==> config.mk <==
export PLATFORM = sky130hd
export DESIGN_NAME = alu_sequencer_flat
export DESIGN_NICKNAME = d
export VERILOG_FILES = /design/src/rtl/alu_sequencer_pkg.sv /design/src/rtl/alu_sequencer_if.sv /design/src/rtl/alu_sequencer_op_decoder.sv /design/src/rtl/alu_sequencer.sv /design/src/flat_wrapper.sv
export SDC_FILE = /design/constraint.sdc
export NUM_CORES = 1
export LEC_CHECK = 0
export ABC_AREA = 1
export CAP_MARGIN = 10
export CORE_MARGIN = 2
export CORE_UTILIZATION = 45
export DETAILED_ROUTE_END_ITERATION = 16
export DONT_BUFFER_PORTS = 1
export REMOVE_ABC_BUFFERS = 1
export SETUP_SLACK_MARGIN = 0.05
export SYNTH_ARGS = -nofsm -noshare
export SYNTH_HDL_FRONTEND = slang
export SYNTH_SLANG_ARGS = --single-unit
export TNS_END_PERCENT = 30
==> constraint.sdc <==
create_clock -name clk -period 4 [get_ports clk]
set_input_delay 0.8 -clock clk [delete_from_list [all_inputs] [get_ports clk]]
set_output_delay 0.8 -clock clk [all_outputs]
set_load 0.05 [all_outputs]
==> src/rtl/alu_sequencer_pkg.sv <==
// alu_sequencer_pkg
//   Shared definitions for the ALU request/response sequencer:
//   opcode width and encodings, FSM state encodings.
package alu_sequencer_pkg;

    localparam int OP_W    = 3;
    localparam int NUM_OPS = 8;

    typedef enum logic [OP_W-1:0] {
        OP_ADD = 3'd0,
        OP_SUB = 3'd1,
        OP_AND = 3'd2,
        OP_OR  = 3'd3,
        OP_XOR = 3'd4,
        OP_INV = 3'd5,
        OP_CLR = 3'd6,
        OP_MUL = 3'd7
    } op_e;

    typedef enum logic [1:0] {
        S_IDLE = 2'd0,
        S_EXEC = 2'd1,
        S_MUL  = 2'd2,
        S_RESP = 2'd3
    } state_e;

endpackage

==> src/rtl/alu_sequencer_if.sv <==
// alu_sequencer_if
//   Request/response bus between the instruction decoder (master) and
//   the ALU sequencer (slave).
//   req_valid/req_ready/req_op/req_a/req_b : request handshake + payload
//   rsp_valid/rsp_ready/rsp_result/rsp_overflow : response handshake + payload
//   busy : sequencer is working on or holding an operation
interface alu_sequencer_if #(
    parameter int DATA_WIDTH = 8
);
    import alu_sequencer_pkg::*;

    logic                  req_valid;
    logic                  req_ready;
    logic [OP_W-1:0]       req_op;
    logic [DATA_WIDTH-1:0] req_a;
    logic [DATA_WIDTH-1:0] req_b;
    logic                  rsp_valid;
    logic                  rsp_ready;
    logic [DATA_WIDTH-1:0] rsp_result;
    logic                  rsp_overflow;
    logic                  busy;

    modport master (
        output req_valid, req_op, req_a, req_b, rsp_ready,
        input  req_ready, rsp_valid, rsp_result, rsp_overflow, busy
    );

    modport slave (
        input  req_valid, req_op, req_a, req_b, rsp_ready,
        output req_ready, rsp_valid, rsp_result, rsp_overflow, busy
    );

endinterface

==> src/rtl/alu_sequencer_op_decoder.sv <==
// alu_op_decoder
//   Combinational opcode -> one-hot ALU strobe mapping.
//   i_op  : opcode
//   i_en  : strobes are only driven while enabled
//   o_add .. o_clr : one-hot strobes (MUL drives o_add, since multiply
//                    is built from repeated adds)
module alu_op_decoder
    import alu_sequencer_pkg::*;
(
    input  op_e  i_op,
    input  logic i_en,
    output logic o_add,
    output logic o_sub,
    output logic o_and,
    output logic o_or,
    output logic o_xor,
    output logic o_inv,
    output logic o_clr
);

    logic [OP_W-1:0]    w_op;
    logic [NUM_OPS-1:0] w_hit;

    assign w_op = i_op;

    generate
        for (genvar gi = 0; gi < NUM_OPS; gi++) begin : g_hit
            assign w_hit[gi] = i_en && (w_op == OP_W'(gi));
        end
    endgenerate

    assign o_add = w_hit[int'(OP_ADD)] | w_hit[int'(OP_MUL)];
    assign o_sub = w_hit[int'(OP_SUB)];
    assign o_and = w_hit[int'(OP_AND)];
    assign o_or  = w_hit[int'(OP_OR)];
    assign o_xor = w_hit[int'(OP_XOR)];
    assign o_inv = w_hit[int'(OP_INV)];
    assign o_clr = w_hit[int'(OP_CLR)];

endmodule

==> src/rtl/alu_sequencer.sv <==
// alu_sequencer
//   Controller between the instruction decoder and an external 8-bit ALU.
//   Accepts one request at a time, runs it on the ALU (one cycle for plain
//   ops, DATA_WIDTH shift-and-add cycles for MUL) and holds the result until
//   the consumer takes it.
//   clk, rst          : clock, synchronous active-high reset
//   bus (slave)       : request/response handshake, busy
//   alu_add..alu_clr  : one-hot ALU strobes
//   alu_in1, alu_in2  : ALU operands
//   alu_out           : ALU result
//   alu_overflow      : ALU carry out
module alu_sequencer
    import alu_sequencer_pkg::*;
#(
    parameter int DATA_WIDTH = 8
) (
    input  logic                  clk,
    input  logic                  rst,
    alu_sequencer_if.slave        bus,
    output logic                  alu_add,
    output logic                  alu_sub,
    output logic                  alu_and,
    output logic                  alu_or,
    output logic                  alu_xor,
    output logic                  alu_inv,
    output logic                  alu_clr,
    output logic [DATA_WIDTH-1:0] alu_in1,
    output logic [DATA_WIDTH-1:0] alu_in2,
    input  logic [DATA_WIDTH-1:0] alu_out,
    input  logic                  alu_overflow
);

    localparam int CNT_W = (DATA_WIDTH > 1) ? $clog2(DATA_WIDTH) : 1;

    state_e                r_state;
    state_e                w_state_next;
    op_e                   r_op;
    logic [DATA_WIDTH-1:0] r_a;
    logic [DATA_WIDTH-1:0] r_b;
    logic [DATA_WIDTH-1:0] r_acc;
    logic [DATA_WIDTH-1:0] r_mcand;
    logic [DATA_WIDTH-1:0] r_mult;
    logic                  r_lost;
    logic                  r_ovf;
    logic [CNT_W-1:0]      r_cnt;
    logic [DATA_WIDTH-1:0] r_rsp_result;
    logic                  r_rsp_overflow;

    logic                  w_strobe_en;
    logic                  w_mul_last;
    logic                  w_ovf_next;

    assign w_mul_last = (r_cnt == CNT_W'(DATA_WIDTH - 1));

    // Product overflows if the adder carries, or if a multiplier bit selects
    // a partial product whose top bits were already shifted out of mcand.
    assign w_ovf_next = r_ovf | alu_overflow | (r_mult[0] & r_lost);

    // ---------------- FSM state register ----------------
    always_ff @(posedge clk) begin
        if (rst) begin
            r_state <= S_IDLE;
        end else begin
            r_state <= w_state_next;
        end
    end

    // ---------------- FSM next-state / outputs ----------------
    always_comb begin
        w_state_next = r_state;
        w_strobe_en  = 1'b0;
        alu_in1      = '0;
        alu_in2      = '0;
        case (r_state)
            S_IDLE: begin
                if (bus.req_valid) begin
                    w_state_next = (op_e'(bus.req_op) == OP_MUL) ? S_MUL : S_EXEC;
                end
            end
            S_EXEC: begin
                w_strobe_en  = 1'b1;
                alu_in1      = r_a;
                alu_in2      = r_b;
                w_state_next = S_RESP;
            end
            S_MUL: begin
                w_strobe_en = 1'b1;
                alu_in1     = r_acc;
                alu_in2     = r_mult[0] ? r_mcand : '0;
                if (w_mul_last) begin
                    w_state_next = S_RESP;
                end
            end
            S_RESP: begin
                if (bus.rsp_ready) begin
                    w_state_next = S_IDLE;
                end
            end
            default: w_state_next = S_IDLE;
        endcase
    end

    // ---------------- Datapath ----------------
    always_ff @(posedge clk) begin
        if (rst) begin
            r_op           <= OP_ADD;
            r_a            <= '0;
            r_b            <= '0;
            r_acc          <= '0;
            r_mcand        <= '0;
            r_mult         <= '0;
            r_lost         <= 1'b0;
            r_ovf          <= 1'b0;
            r_cnt          <= '0;
            r_rsp_result   <= '0;
            r_rsp_overflow <= 1'b0;
        end else begin
            case (r_state)
                S_IDLE: begin
                    if (bus.req_valid) begin
                        r_op    <= op_e'(bus.req_op);
                        r_a     <= bus.req_a;
                        r_b     <= bus.req_b;
                        r_acc   <= '0;
                        r_mcand <= bus.req_a;
                        r_mult  <= bus.req_b;
                        r_lost  <= 1'b0;
                        r_ovf   <= 1'b0;
                        r_cnt   <= '0;
                    end
                end
                S_EXEC: begin
                    r_rsp_result   <= alu_out;
                    r_rsp_overflow <= alu_overflow;
                end
                S_MUL: begin
                    r_acc   <= alu_out;
                    r_ovf   <= w_ovf_next;
                    r_lost  <= r_lost | r_mcand[DATA_WIDTH-1];
                    r_mcand <= r_mcand << 1;
                    r_mult  <= r_mult >> 1;
                    r_cnt   <= r_cnt + 1'b1;
                    if (w_mul_last) begin
                        r_rsp_result   <= alu_out;
                        r_rsp_overflow <= w_ovf_next;
                    end
                end
                default: ;
            endcase
        end
    end

    // ---------------- Strobe decode ----------------
    alu_op_decoder u_dec (
        .i_op  (r_op),
        .i_en  (w_strobe_en),
        .o_add (alu_add),
        .o_sub (alu_sub),
        .o_and (alu_and),
        .o_or  (alu_or),
        .o_xor (alu_xor),
        .o_inv (alu_inv),
        .o_clr (alu_clr)
    );

    assign bus.req_ready    = (r_state == S_IDLE);
    assign bus.rsp_valid    = (r_state == S_RESP);
    assign bus.busy         = (r_state != S_IDLE);
    assign bus.rsp_result   = r_rsp_result;
    assign bus.rsp_overflow = r_rsp_overflow;

endmodule
==> src/flat_wrapper.sv <==
// flat-port wrapper written by rule: the top's interface ports become plain ports
module alu_sequencer_flat import alu_sequencer_pkg::*;
#(
    parameter int DATA_WIDTH = 8
)
  (clk, rst, alu_add, alu_sub, alu_and, alu_or, alu_xor, alu_inv, alu_clr, alu_in1, alu_in2, alu_out, alu_overflow, bus_req_valid, bus_req_op, bus_req_a, bus_req_b, bus_rsp_ready, bus_req_ready, bus_rsp_valid, bus_rsp_result, bus_rsp_overflow, bus_busy);
  alu_sequencer_if #(.DATA_WIDTH(DATA_WIDTH)) bus_i ();
  input  logic clk;
  input  logic rst;
  output logic alu_add;
  output logic alu_sub;
  output logic alu_and;
  output logic alu_or;
  output logic alu_xor;
  output logic alu_inv;
  output logic alu_clr;
  output logic [DATA_WIDTH-1:0] alu_in1;
  output logic [DATA_WIDTH-1:0] alu_in2;
  input  logic [DATA_WIDTH-1:0] alu_out;
  input  logic alu_overflow;
  input wire logic [$bits(bus_i.req_valid)-1:0] bus_req_valid;
  input wire logic [$bits(bus_i.req_op)-1:0] bus_req_op;
  input wire logic [$bits(bus_i.req_a)-1:0] bus_req_a;
  input wire logic [$bits(bus_i.req_b)-1:0] bus_req_b;
  input wire logic [$bits(bus_i.rsp_ready)-1:0] bus_rsp_ready;
  output wire logic [$bits(bus_i.req_ready)-1:0] bus_req_ready;
  output wire logic [$bits(bus_i.rsp_valid)-1:0] bus_rsp_valid;
  output wire logic [$bits(bus_i.rsp_result)-1:0] bus_rsp_result;
  output wire logic [$bits(bus_i.rsp_overflow)-1:0] bus_rsp_overflow;
  output wire logic [$bits(bus_i.busy)-1:0] bus_busy;
  assign bus_i.req_valid = bus_req_valid;
  assign bus_i.req_op = bus_req_op;
  assign bus_i.req_a = bus_req_a;
  assign bus_i.req_b = bus_req_b;
  assign bus_i.rsp_ready = bus_rsp_ready;
  assign bus_req_ready = bus_i.req_ready;
  assign bus_rsp_valid = bus_i.rsp_valid;
  assign bus_rsp_result = bus_i.rsp_result;
  assign bus_rsp_overflow = bus_i.rsp_overflow;
  assign bus_busy = bus_i.busy;
  alu_sequencer #(.DATA_WIDTH(DATA_WIDTH)) u_core (.clk(clk), .rst(rst), .bus(bus_i), .alu_add(alu_add), .alu_sub(alu_sub), .alu_and(alu_and), .alu_or(alu_or), .alu_xor(alu_xor), .alu_inv(alu_inv), .alu_clr(alu_clr), .alu_in1(alu_in1), .alu_in2(alu_in2), .alu_out(alu_out), .alu_overflow(alu_overflow));
endmodule
---- Word-level counts from Yosys, hierarchy flattened ----
Index checks and enable logic that the tools add are counted.
operators by class
  add/sub/neg operators ................... 1
  multiply operators ...................... 0
  divide/modulo/power cells ............... 0
  magnitude comparators ................... 0
  eq/ne operators ......................... 15
  shift operators ......................... 0
  mux-type cells .......................... 24
  bitwise gates (word level) .............. 5
  reductions and logical operators ........ 18
operators by type and width
  cell                                                    count
  one-hot mux 8 bit (2 select lines)                      6
  two-way mux 8 bit                                       5
  equality test 3 bit (second input constant)             6
  logical AND 1 bit                                       8
  two-way mux 2 bit                                       4
  one-hot mux 2 bit (4 select lines)                      1
  equality test 3 x 2 -> 1 bit (second input constant)    2
  one-hot mux 1 bit (2 select lines)                      3
  one-hot mux 3 bit (2 select lines)                      1
  AND reduction 2 bit                                     3
  nonzero test 2 bit                                      3
  equality test 2 bit (second input constant)             2
  inequality test 2 bit (second input constant)           2
  OR 1 bit                                                4
  adder 3 x 1 -> 3 bit (second input constant)            1
  equality test 3 x 1 -> 1 bit (second input constant)    1
  logical NOT 3 bit                                       1
  two-way mux 1 bit                                       3
  two-way mux 3 bit                                       1
  AND reduction 3 bit                                     1
  equality test 2 x 1 -> 1 bit (second input constant)    1
  logical NOT 2 bit                                       1
  inequality test 2 x 1 -> 1 bit (second input constant)  1
  OR reduction 2 bit                                      1
  AND 1 bit                                               1
word-level totals
  bits in registers ....................... 59
  bits in latches ......................... 0
  RAM bits ................................ 0
  memory bits (read-only) ................. 0
  input port bits ......................... 32
  output and inout bits ................... 35
  word-level logic and storage cells ...... 75
  memories kept ........................... 0

---- Depth between registers and ports, before layout ----
Gate-level depths: netlist of the first run.
  depth after elaboration ................. 5
  mapped depth ............................ 9
  depth with buffers taken out ............ 9

---- Hierarchy ----
A second synthesis of the first run with hierarchy kept.
second synthesis, totals
  cells, all modules ...................... 400
  area, all modules ....................... 2,758.9 um^2
by module, submodules not included
  module          times used  cells each  area an instance (um^2)  seq. area each (um^2)
  alu_sequencer   1           379         2,676.3                  1,181.1
  alu_op_decoder  1           21          82.6                     0.0

---- Least setup slack after synthesis of the first run ----
Ideal clock, no wire load.
  kind .................................... flip-flop to output port
  start ................................... reg u_core.r_state[1]
  end ..................................... out alu_add
  arrival time ............................ 1,949 ps
  data required time ...................... 3,200 ps
  slack ................................... 1,251 ps
  cell stages (with the launch flop) ...... 6
  path buffers ............................ 0
  path through ............................ dfxtp_1 -> inv_1 -> ha_1 -> inv_1 -> or2_2 -> o22ai_1
between the ends
  cells in the longest elaborated chain, start to end .. 5
  elaborated cells on any way between the ends .. 7
  classes of those cells .................. 2 x eq/ne; 1 x mux; 1 x bitwise; 3 x reduce/logical
ends and longest elaborated chain
  what                                                                        RTL line                        text
  from (decl)                                                                 alu_sequencer.sv:35             state_e r_state;
  from (signal assigned)                                                      alu_sequencer.sv:64             r_state <= w_state_next;
  equality test 2 x 1 -> 1 bit / equality test 2 bit (equally long branches)  alu_sequencer.sv:74             case (r_state)
  OR reduction 2 bit (no line) *                                              --
  two-way mux 1 bit *                                                         alu_sequencer.sv:74
  logical AND 1 bit                                                           alu_sequencer_op_decoder.sv:28  assign w_hit[gi] = i_en && (w_op == OP_W'(gi));
  OR 1 bit *                                                                  alu_sequencer_op_decoder.sv:32  assign o_add = w_hit[int'(OP_ADD)] | w_hit[int'(OP_MUL)];
  to (decl)                                                                   flat_wrapper.sv:10              output logic alu_add;
Mark *: on every way between the ends. The rest lies on a longest branch, timed or not.

---- Worst setup path after layout of the first run ----
Ends and elaborated chain as after synthesis.

==> out/metrics.csv, run 1 <==
stage,metric,value,unit
power,Final Power,0.00270,W
cts,CTS HTree Levels,3,
synth,Syn Area/Cell,6.72,um^2
detailed_routing,DR pass1 iterations,4,
detailed_routing,Routed WL per cell,13.7,um
cts,post-CTS setup buffers,0,
power,clock share of power,0.223,
timing,RSZ-0062 raised after global routing,no,
timing,Rel. slew slack,0.215,
power,Psw,0.00131,W
die,CORE AREA,0.00592,mm^2
critical_path,CP Launch Type,flop,
global_routing,GRT Total Usage,0.216,
hold_path,Hold/Removal Path Class,reg2reg,
synth,Synth area leader,dfxtp_1,
status,status,"complete, no violations",
die,Row Count,28,
critical_path,crit path kind,reg2out,
timing,worst-margin pin slew,1.18,ns
die,die area,0.00674,mm^2
synth,area fraction of the dominant cell type after synthesis,0.431,
finish,layout cell share with drive strength beyond 1,0.104,
place,Routability Congestion,0.784,
synth,"Distinct cells, synth",21,
cts,Skew-Pair Late Insertion Delay,0.35,ns
place,Detail Placement HPWL,4.37,mm
cts,clock sink count,59,
timing,fmax,0.332,GHz
synth,"FF+latch count, synth",59,
power,Comb power frac,0.420,
critical_path,Setup crit end kind,output port,
timing,Final min period,3.01,ns
detailed_routing,DR vias/cell,5.10,
synth,Post-Syn Area,0.00274,mm^2
critical_path,WP data required,3.20,ns
synth,"Warnings, synthesis",0,
finish,most frequent cells in the layout,"nand2_1 (107), nor2_1 (95), dfxtp_1 (59), o21ai_0 (41), a21oi_1 (34)",
timing,Final TNS setup,0,ns
cts,CTS tree,done,
power,pwr dens,879,mW/mm^2
cts,clock root buffer,clkbuf_8,
die,# IOs,67,
global_routing,pin count of the biggest net entering global routing,45,
critical_path,Critical Path AT,2.21,ns
global_routing,Overflow after GRT,0,
detailed_routing,# DRC,0,
synth,synthesized instance count,408,
timing,final setup vio count,0,
timing,Pins Over Slew Limit,0,
global_routing,initial antenna violation count,0,
synth,most area-consuming cells after synthesis,"dfxtp_1 (43%), nand2_1 (15%), nor2_1 (13%), o21ai_0 (7.5%), a21oi_1 (6.2%)",
global_routing,global-route wire length before repair,11.0,mm
cts,clk slew on worst S/H paths,0.07,ns
timing,final hold vios,0,
place,port bufs,0,
die,Starting Density,0.463,
critical_path,critical path peak fanout,17,
detailed_routing,Total Wirelength,6.83,mm
synth,sequential share of the synthesized area,0.431,
cts,CTS buffer count,9,
finish,# diodes,0,
cts,hold buffer count at CTS,0,
critical_path,Reg2Reg Setup Slack,1.54,ns
detailed_routing,ANT nets after route,0,
finish,Layout Area Growth over Synthesis,12.1,%
power,switching part of the total power,0.486,
timing,Worst Skew,0.00530,ns
cts,Resized Gates After CTS,0,
detailed_routing,Vias,2536,
power,Peak VDD IR,0.571,mV
power,P_leak,1.30,nW
global_routing,vias in the first global route,2371,
detailed_routing,DRT iter0 DRCs,122,
run,max cap viols,0,
power,sequential share of power,0.356,
cts,clock buffer depth,2,
power,internal power,0.00139,W
finish,"commonest non-fill, non-tap cell in the layout",nand2_1,
finish,nets,456,
die,Die W,82.1,um
die,Die Y,82.1,um
timing,final period utilization,0.753,
[power by group through the flow]
stage / registers, W / logic (W) / clock network [W]
6_report: 0.000964 / 0.00114 / 0.000603
5_1_grt: 0.000986 / 0.00129 / 0.000630
4_1_cts: 0.000965 / 0.00115 / 0.000610
3_5_place_dp: 0.000976 / 0.00114 / 0
3_3_place_gp: 0.000972 / 0.00113 / 0
2_1_floorplan: 0.000950 / 0.000864 / 0
[stage by stage]
stage	utilization	setup WS [ns]	instance area [um^2]	instances	hold WS, ns
after floorplan	-	1.15	2610	385	0.435
after global placement	0.483	1.43	2860	481	0.448
after detailed placement	0.483	1.34	2860	481	0.452
after CTS	0.519	0.967	3080	497	0.462
after global routing	0.519	0.813	3080	497	0.478
final	0.519	0.987	3080	497	0.461
[registers in the layout (all words and copies together) (netlist names)]
register                 flops
u_core.r_mcand               8
u_core.bus.rsp_result        8
u_core.r_ovf                 1
u_core.r_mult                8
u_core.r_acc                 8
u_core.r_cnt                 3
u_core.r_lost                1
u_core.r_op                  3
u_core.r_state               2
u_core.bus.rsp_overflow      1
u_core.r_b                   8
u_core.r_a                   8
[final timing paths]
path,to,cells after the start,startpoint
worst max register to register,u_core.r_ovf,6,u_core.r_state[0]
worst min register to register,u_core.r_a[0],2,u_core.r_a[0]
worst min-delay path,u_core.r_a[0],2,u_core.r_a[0]
worst max-delay path,alu_add,6,u_core.r_state[1]
[cells in the mapped netlist, drive strengths merged]
cell type    n
a211oi       1
a21oi       34
buf         14
clkbuf       9
clkinv       1
dfxtp       59
ha           7
inv         14
nand2      110
nand3       21
nor2        95
o21ai       41
o22ai        1
or2          1
[logic make-up after synthesis]
kind of cell	count (synthesis)	share of synthesized area
fa+ha+maj	7	0.0319
compound gates	77	0.142
buf+inv	38	0.0698
flops	59	0.431
simple gates	227	0.326
[final cells by class]
class,count,area [um^2]
flip-flops and latches,59,1180
inverters,15,56.3
fillers,611,2850
clock buffers,9,124
well taps,75,93.8
multi-input cells,311,1370
repair buffers,21,158
clock inverters,7,92.6
[worst max-delay path, stage by stage, from the launching register on]
cell and delay [ns]:
dfxtp_1 0.38, inv_1 0.10, ha_1 0.36, inv_1 0.27, or2_2 0.41, o22ai_1 0.13, buf_4 0.22
[per-layer routing]
metal | vias up | share of wire | track usage
met1 | 1153 | 0.46 | 0.267
li1 | 1321 | - | -
met5 | - | 0 | 0
met4 | 0 | 0.013 | 0.0967
met2 | 55 | 0.46 | 0.353
met3 | 7 | 0.068 | 0.0527
No activity file was read; power rests on OpenSTA's default activity.
==> run 2, diff against run 1 <==
clock period = 2.45 ns   (was 4 ns; I/O delays follow)
==> run 2 against run 1 <==
  * Sequential share of layout area decreased by 0.74 points
  * First-iteration DRC count is 13% lower
  * Total power up 63%
  * Cell count increased by 2.0%
  * Design area rose by 2.0%
  * Sequential cell count unchanged
  * Clock-buffer cell count grew 4
  * Clock power grew 36%
  * Critical path type unchanged
  * Highest routed layer unchanged
==> out/metrics.csv, run 2 (synthesized netlist as in run 1, its figures left out) <==
stage,metric,value,unit,change
cts,clock sink count,59,,unchanged
die,Die Y,82.1,um,unchanged
detailed_routing,DR pass1 iterations,4,,unchanged
power,Psw,0.00216,W,was 0.00131 W
detailed_routing,Total Wirelength,7.13,mm,was 6.83 mm
place,DP Area,0.00294,mm^2,was 0.00286 mm^2
cts,clk slew on worst S/H paths,0.07,ns,about the same
die,# IOs,67,,unchanged
run,max cap viols,0,,unchanged
die,die area,0.00674,mm^2,unchanged
power,Peak VDD IR,1.21,mV,was 0.571 mV
finish,most frequent cells in the layout,"nand2_1 (107), nor2_1 (95), dfxtp_1 (59), o21ai_0 (41), a21oi_1 (34)",,unchanged
timing,RSZ-0062 raised after global routing,yes,,was no
power,internal power,0.00225,W,was 0.00139 W
global_routing,Overflow after GRT,0,,unchanged
power,clock share of power,0.186,,was 0.223
cts,CTS HTree Levels,3,,unchanged
timing,final setup vio count,0,,unchanged
detailed_routing,ANT nets after route,0,,unchanged
global_routing,pin count of the biggest net entering global routing,32,,was 45
cts,CTS buffer count,9,,unchanged
place,Detail Placement HPWL,4.64,mm,was 4.37 mm
finish,# diodes,0,,unchanged
die,Die W,82.1,um,unchanged
finish,nets,467,,was 456
power,P_leak,1.34,nW,was 1.30 nW
place,pre-CTS WS,0.408,ns,was 1.34 ns
place,Routability Congestion,0.842,,was 0.784
die,Starting Density,0.463,,unchanged
global_routing,vias in the first global route,2376,,was 2371
timing,final period utilization,0.947,,
die,Row Count,28,,unchanged
status,status,"complete, no violations",,unchanged
cts,clock root buffer,clkbuf_8,,unchanged
global_routing,GRT Total Usage,0.225,,was 0.216
critical_path,WP data required,1.96,ns,was 3.20 ns
timing,final setup margin,0.129,ns,was 0.987 ns
finish,layout cell share with drive strength beyond 1,0.127,,was 0.104
timing,final hold vios,0,,unchanged
finish,Layout Area Growth over Synthesis,14.3,%,was 12.1%
detailed_routing,DR vias/cell,5.14,,was 5.10
global_routing,global-route wire length before repair,11.4,mm,was 11.0 mm
cts,clock buffer depth,2,,unchanged
critical_path,critical path peak fanout,5,,was 17
hold_path,Hold/Removal Path Class,in2reg,,was reg2reg
place,port bufs,0,,unchanged
cts,CTS tree,done,,unchanged
power,pwr dens,1410,mW/mm^2,was 879 mW/mm^2
place,placed cells,492,,was 481
detailed_routing,Vias,2604,,was 2536
finish,Final Non-Filler Cells,507,,was 497
critical_path,crit path kind,reg2out,,unchanged
die,CORE AREA,0.00592,mm^2,unchanged
detailed_routing,Routed WL per cell,14.1,um,was 13.7 um
timing,Final TNS setup,0,ns,unchanged
timing,fmax,0.431,GHz,
power,switching part of the total power,0.489,,was 0.486
power,Comb power frac,0.457,,was 0.420
finish,post-route cell area,0.00314,mm^2,was 0.00308 mm^2
detailed_routing,# DRC,0,,unchanged
finish,post-layout util,0.530,,was 0.519
timing,worst-margin pin slew,0.619,ns,was 1.18 ns
critical_path,Critical Path AT,1.83,ns,was 2.21 ns
timing,Rel. slew slack,0.585,,was 0.215
global_routing,initial antenna violation count,0,,unchanged
timing,Final min period,2.32,ns,
critical_path,Setup crit end kind,output port,,unchanged
critical_path,CP Launch Type,flop,,unchanged
cts,Skew-Pair Late Insertion Delay,0.34,ns,was 0.35 ns
cts,hold buffer count at CTS,0,,unchanged
cts,post-CTS setup buffers,0,,unchanged
timing,Pins Over Slew Limit,0,,unchanged
power,sequential share of power,0.357,,was 0.356
detailed_routing,DRT iter0 DRCs,106,,was 122
finish,"commonest non-fill, non-tap cell in the layout",nand2_1,,unchanged
timing,Worst Skew,0.00911,ns,was 0.00530 ns
==> run 2: changes by cell type in the layout (fill, tap and decap cells not counted), sizes merged <==
cell | before | now
buf | 21 | 32
bufinv | 2 | 0
clkbuf | 9 | 13
clkinvlp | 3 | 0
==> run 2: layout make-up <==
type	count	area, um^2
clock inverter	2	10.0
tap	75	93.8
multi-input combinational	311	1390
fill	614	2790
clock buffer	13	169
inverter	15	56.3
sequential	59	1180
timing repair buffer	32	240
==> run 2: per-layer routing <==
metal,share of wire,GRT usage
met5,0,0
met4,0.013,0.103
met3,0.069,0.0462
met2,0.47,0.354
met1,0.45,0.297
==> run 2: stage by stage <==
step / hold slack (ns) / power [W]
after floorplan: 0.435 / 0.00296
after global placement: 0.448 / 0.00354
after detailed placement: 0.452 / 0.00357
after CTS: 0.199 / 0.00443
after global routing: 0.199 / 0.00475
final: 0.201 / 0.00441
==> run 2: timing repair <==
item                                    in CTS  in global routing
resized for setup                            1                  1
endpoints found under the setup margin       1                  4
hold endpoints to repair                     0                  0
==> run 2: worst max-delay path, stage by stage, from the launching register on <==
cell	delay, ns
dfxtp_1	0.38
inv_1	0.12
ha_4	0.31
inv_1	0.05
or2_2	0.30
o22ai_1	0.12
buf_4	0.22
==> run 2: worst paths after layout <==
path                      endpoint  slack, ns  depth (start not counted)         startpoint
setup / recovery           alu_add       0.13                          6  u_core.r_state[1]
hold / removal    u_core.r_mult[7]       0.20                          1                rst
setup reg to reg   u_core.r_acc[1]       0.45                          7  u_core.r_state[0]
hold reg to reg    u_core.r_acc[3]       0.46                          2    u_core.r_acc[3]
==> run 2: power groups by stage <==
stage | combinational [W] | clock [W] | sequential, W
after floorplan | 0.00141 | 0 | 0.00155
after global placement | 0.00196 | 0 | 0.00158
after detailed placement | 0.00198 | 0 | 0.00159
after CTS | 0.00202 | 0.000834 | 0.00157
after global routing | 0.00226 | 0.000873 | 0.00161
final | 0.00201 | 0.000820 | 0.00158
==> run 3, diff against run 2 <==
CELL_PAD_IN_SITES_DETAIL_PLACEMENT = 0   (was default)
CELL_PAD_IN_SITES_GLOBAL_PLACEMENT = 1   (was default)
CORE_UTILIZATION = 39   (was 45)
PLACE_DENSITY_LB_ADDON = 0.1   (was default)
SKIP_CTS_REPAIR_TIMING = 1   (was default)
==> run 3 against run 2 <==
  * Clock skew about the same
  * Core utilization down 6.1 points
  * First-iteration DRC count down 4.7%
  * Total power up 3.1%
  * Via count up 0.38%
  * Wire length up 3.4%
  * Clock power up 17%
  * Register-to-register slack about the same
  * Critical path depth unchanged
==> out/metrics.csv, run 3 (synthesized netlist as in run 1, its figures left out) <==
stage,metric,value,unit,change
die,die area,0.00772,mm^2,was 0.00674 mm^2
cts,CTS buffer count,9,,unchanged
cts,CTS HTree Levels,3,,unchanged
finish,Final Non-Filler Cells,528,,was 507
global_routing,vias in the first global route,2627,,was 2376
hold_path,Hold/Removal Path Class,in2reg,,unchanged
status,status,"complete, no violations",,unchanged
critical_path,Critical Path Source,u_core.r_state[1],,unchanged
critical_path,crit path kind,reg2out,,unchanged
critical_path,CP Launch Type,flop,,unchanged
hold_path,Hold Crit Start,rst,,unchanged
timing,RSZ-0062 raised after global routing,no,,was yes
detailed_routing,DR pass1 iterations,5,,was 4
detailed_routing,# DRC,0,,unchanged
die,Row Count,30,,was 28
finish,area of the multi-input gates,0.00138,mm^2,was 0.00139 mm^2
place,pre-CTS WS,0.409,ns,was 0.408 ns
detailed_routing,Vias,2614,,was 2604
detailed_routing,ANT nets after route,0,,unchanged
global_routing,Global Route met2 Usage,0.342,,was 0.354
detailed_routing,Routed WL per cell,14.0,um,was 14.1 um
timing,final hold slack,0.218,ns,was 0.201 ns
global_routing,Overflow after GRT,0,,unchanged
hold_path,hold depth,1,,unchanged
timing,final setup vio count,0,,unchanged
place,placed cells,512,,was 492
critical_path,R2R depth,7,,unchanged
detailed_routing,Total Wirelength,7.37,mm,was 7.13 mm
timing,Final min period,2.25,ns,was 2.32 ns
die,CORE AREA,0.00679,mm^2,was 0.00592 mm^2
timing,fmax,0.444,GHz,was 0.431 GHz
finish,Fill cells,755,,was 614
place,DP Area,0.00296,mm^2,was 0.00294 mm^2
timing,worst-margin pin slew,0.600,ns,was 0.619 ns
die,Die Y,87.9,um,was 82.1 um
critical_path,Setup crit end kind,output port,,unchanged
critical_path,critical path peak fanout,5,,unchanged
finish,Layout Area Growth over Synthesis,16.1,%,was 14.3%
finish,post-route cell area,0.00318,mm^2,was 0.00314 mm^2
cts,Skew-Pair Late Insertion Delay,0.33,ns,was 0.34 ns
finish,# diodes,0,,unchanged
power,Peak VDD IR,1.28,mV,was 1.21 mV
timing,Pins Over Slew Limit,0,,unchanged
critical_path,Reg-to-Reg Start,u_core.r_state[0],,unchanged
cts,clock sink count,59,,unchanged
detailed_routing,DRT iter0 DRCs,101,,was 106
cts,clock root buffer,clkbuf_8,,unchanged
timing,final setup margin,0.197,ns,was 0.129 ns
power,P_leak,1.35,nW,was 1.34 nW
power,Final Power,0.00455,W,was 0.00441 W
detailed_routing,DR vias/cell,4.95,,was 5.14
timing,Worst Skew,0.00867,ns,was 0.00911 ns
place,Routability Congestion,0.800,,was 0.842
critical_path,WP data required,1.96,ns,about the same
finish,register area,0.00118,mm^2,about the same
global_routing,initial antenna violation count,0,,unchanged
critical_path,Critical Path AT,1.76,ns,was 1.83 ns
global_routing,global-route wire length before repair,12.5,mm,was 11.4 mm
finish,nets,466,,was 467
place,port bufs,0,,unchanged
timing,Rel. slew slack,0.597,,was 0.585
timing,final period utilization,0.920,,was 0.947
global_routing,met1 usage,0.272,,was 0.297
power,pwr dens,1430,mW/mm^2,was 1410 mW/mm^2
global_routing,grt peak-use layer,met2,,unchanged
cts,CTS tree,done,,unchanged
place,Detail Placement HPWL,4.84,mm,was 4.64 mm
cts,clock buffer depth,2,,unchanged
run,max cap viols,0,,unchanged
timing,final hold vios,0,,unchanged
die,Die W,87.9,um,was 82.1 um
die,# IOs,67,,unchanged
die,Starting Density,0.404,,was 0.463
global_routing,met3 usage,0.0396,,was 0.0462
finish,"commonest non-fill, non-tap cell in the layout",nand2_1,,unchanged
finish,layout cell share with drive strength beyond 1,0.127,,unchanged
global_routing,pin count of the biggest net entering global routing,45,,was 32
global_routing,GRT Total Usage,0.209,,was 0.225
finish,most frequent cells in the layout,"nand2_1 (107), nor2_1 (95), dfxtp_1 (58), o21ai_0 (41), a21oi_1 (34)",,"was nand2_1 (107), nor2_1 (95), dfxtp_1 (59), o21ai_0 (41), a21oi_1 (34)"
cts,clk slew on worst S/H paths,0.07,ns,about the same
run 3: area by class of cell:
type,instances,area share
sequential,59,0.371
inverter,15,0.0177
clock buffer,11,0.0413
multi-input combinational,311,0.434
tap,96,0.0377
clock inverter,5,0.0244
timing repair buffer,31,0.0731
run 3: final timing paths:
check | end | slack [ns]
max reg2reg | u_core.r_acc[2] | 0.46
min | u_core.r_acc[7] | 0.22
min reg2reg | u_core.r_mult[7] | 0.46
max | alu_add | 0.20
run 3: worst max-delay path, stage by stage (launching register included):
cell and delay, ns:
dfxtp_2 0.36, inv_1 0.09, ha_4 0.30, inv_1 0.05, or2_2 0.30, o22ai_1 0.12
buf_4 0.22
run 3: report_power, final:
group	switching (W)	total (W)	internal [W]
logic	0.00144	0.00200	0.000562
clock network	0.000393	0.000963	0.000570
registers	0.000342	0.00158	0.00124
total	0.00218	0.00455	0.00237
run 3: per-layer routing:
| layer | share of wire | up-vias |
|---|---|---|
| li1 | - | 1342 |
| met1 | 0.47 | 1201 |
| met2 | 0.46 | 62 |
| met3 | 0.058 | 9 |
| met4 | 0.012 | 0 |
| met5 | 0 | - |
run 3: through the flow:
step | util | TNS (ns)
2_1_floorplan | - | -0.0871
3_3_place_gp | 0.436 | 0
3_5_place_dp | 0.436 | 0
4_1_cts | 0.466 | 0
5_1_grt | 0.469 | 0
6_report | 0.469 | 0
==> variant, RTL diff (settings of run 3) <==
`DATA_WIDTH` is set to 8 in 3 places; all go to 16.
--- a/src/rtl/alu_sequencer_if.sv
+++ b/src/rtl/alu_sequencer_if.sv
@@ -5,7 +5,7 @@
 //   rsp_valid/rsp_ready/rsp_result/rsp_overflow : response handshake + payload
 //   busy : sequencer is working on or holding an operation
 interface alu_sequencer_if #(
-    parameter int DATA_WIDTH = 8
+    parameter int DATA_WIDTH = 16
 );
     import alu_sequencer_pkg::*;
 
--- a/src/rtl/alu_sequencer.sv
+++ b/src/rtl/alu_sequencer.sv
@@ -12,7 +12,7 @@
 module alu_sequencer
     import alu_sequencer_pkg::*;
 #(
-    parameter int DATA_WIDTH = 8
+    parameter int DATA_WIDTH = 16
 ) (
     input  logic                  clk,
     input  logic                  rst,
--- a/src/flat_wrapper.sv
+++ b/src/flat_wrapper.sv
@@ -1,7 +1,7 @@
 // flat-port wrapper written by rule: the top's interface ports become plain ports
 module alu_sequencer_flat import alu_sequencer_pkg::*;
 #(
-    parameter int DATA_WIDTH = 8
+    parameter int DATA_WIDTH = 16
 )
   (clk, rst, alu_add, alu_sub, alu_and, alu_or, alu_xor, alu_inv, alu_clr, alu_in1, alu_in2, alu_out, alu_overflow, bus_req_valid, bus_req_op, bus_req_a, bus_req_b, bus_rsp_ready, bus_req_ready, bus_rsp_valid, bus_rsp_result, bus_rsp_overflow, bus_busy);
   alu_sequencer_if #(.DATA_WIDTH(DATA_WIDTH)) bus_i ();
Interface: changed (6 resized); port bits go from 67 to 115. No check against the original RTL was run, so the function may have changed too.
==> variant against run 3 <==
Via count grew 71%. Synthesized area up 78%. Cell area is 76% higher. Power grew 70%. Sequential cell count grew 49. Critical path type unchanged. Worst setup slack worse by 0.021 ns. Largest power group unchanged. Worst hold slack got worse by 0.021 ns. Critical endpoint unchanged. Count of clock-buffer cells in the layout shrank 1. Wire length increased by 82%. Non-clock buffer count increased by 28. Sequential share of layout area up 1.4 points.
==> variant: results (changes against run 3) <==
Yosys
  – Post-synth top cells: 160 x nand2_1, 108 x dfxtp_1, 105 x a21oi_1, 92 x o21ai_0, 80 x nor2_1
  – Synth top area cells: dfxtp_1 44%, nand2_1 12%, a21oi_1 11%
  – Cell variety after synth: 24 (+14%)
  – Ys async rst share: 0% (unchanged)
  – Seq/Total Area, Yosys: 44.2% (+1.2 points)
  – Syn. warnings: 0 (unchanged)

Place
  – DP HPWL: 9030 um (+87%)
  – # port buffers: 0 (unchanged)
  – Gp weighted congestion: 0.726 (-9.3%)
  – Pre-CTS setup slack: 0.403 ns (-0.00582 ns)

Routing
  – Routed len/inst: 15.0 um (+7.2%)
  – DRC viols: 0 (unchanged)
  – Detailed Route Iter0 Violations: 205 (+100%)
  – Vias: 4462 (+71%)
  – Pre-antenna DRT Iters: 4 (-1)

Power
  – Max VDD drop: 624 uV (-51%)
  – Sw frac: 47.4% (-0.47 points)
  – Leak: 0.00226 uW (+67%)

Global routing
  – First-pass GRT wire length: 21600 um (+73%)
  – Largest net degree at the start of global routing: 51 (+13%)
  – Vias in the first global route: 4267 (+62%)
  – All-Layer GR Usage: 20.6% (-0.24 points)

Cells and area
  – # nets final: 786 (+69%)
  – Share of layout cells above drive strength 1: 12.8% (+0.043 points)

Timing
  – Final hold violations: 0 (unchanged)
  – Worst clock skew: 0.00654 ns (-0.00213 ns)
  – Worst-Margin Slew: 0.574 ns (-0.0261 ns)

Critical path
  – CP max FO: 4 (-1)
  – Reg-to-Reg Start: u_core.r_state[0]
  – R2R cell count: 8 (+1)
  – Worst R2R End: u_core.r_acc[6]
  – Crit-path leading delay family: flip-flops
  – Worst R2R Setup Slack: 0.42 ns (-0.04 ns)
  – CP arrival: 1.78 ns (+0.02 ns)
  – Crit path max-delay cell type: dfxtp_2

Clock network
  – Total CTS buffers: 9 (unchanged)
  – Longest Clk Path Bufs: 2 (unchanged)
  – Root cell of the clock tree: clkbuf_16
  – Worst skew pair latency: 0.36 ns (+0.03 ns)

Outcome
  – Outcome: finished clean

Hold path
  – Cells on Worst Hold Path: 1 (unchanged)
  – Worst Min Path Start: rst
  – Min-delay worst type: input port to flop
  – Hold endpoint: u_core.bus.rsp_result[13]
[variant: power by group through the flow]
| stage | logic [uW] | clock network, uW | registers (uW) |
|---|---|---|---|
| after global routing | 3700 | 1590 | 2980 |
| after floorplan | 2210 | 0 | 2860 |
| after CTS | 3280 | 1540 | 2920 |
| after detailed placement | 3270 | 0 | 2950 |
| final | 3300 | 1490 | 2920 |
| after global placement | 3230 | 0 | 2940 |
[variant: cell families after synthesis]
| kind of cell | after synthesis | share of synthesized area, % |
|---|---|---|
| AND/OR/NAND/NOR | 287 | 23.8 |
| buffers and inverters | 98 | 9.37 |
| adder cells (fa/ha/maj) | 7 | 1.79 |
| AO/OA/AOI/OAI | 203 | 20.8 |
| flip-flops | 108 | 44.2 |
[variant: cell type report]
class,instances,area (um2)
Tap cell,168,210
Timing Repair Buffer,59,459
Inverter,48,184
Multi-Input combinational cell,497,2290
Clock buffer,10,239
Fill cell,1320,6500
Sequential cell,108,2160
Clock inverter,6,63.8
[variant: worst max-delay path by stage]
stage                     slack, ns         end         startpoint
after floorplan               -0.73  alu_in1[0]  u_core.r_state[0]
after global routing           0.07     alu_add  u_core.r_state[1]
after detailed placement       0.40     alu_add  u_core.r_state[0]
after global placement         0.46     alu_add  u_core.r_state[1]
after CTS                     -0.01     alu_add  u_core.r_state[0]
final                          0.18     alu_add  u_core.r_state[1]
[variant: stage by stage]
step                hold WS (ns)  utilization [%]  instances  area, um2
finish                     0.197             46.3        896       5610
global route               0.178             46.3        896       5610
CTS                        0.175             46.0        895       5580
detailed placement         0.449             43.5        879       5270
global placement           0.447             43.5        879       5270
floorplan                  0.435                -        653       4610
[variant: routing by layer]
| layer | routed length, um | vias up | track usage [%] | share of wire [%] |
|---|---|---|---|---|
| li1 | - | 2315 | - | - |
| met4 | 127 | 0 | 5.24 | 0.95 |
| met5 | 0 | - | 0 | 0 |
| met3 | 760 | 10 | 6.43 | 5.7 |
| met1 | 6510 | 2034 | 27.9 | 49 |
| met2 | 6010 | 103 | 32.2 | 45 |
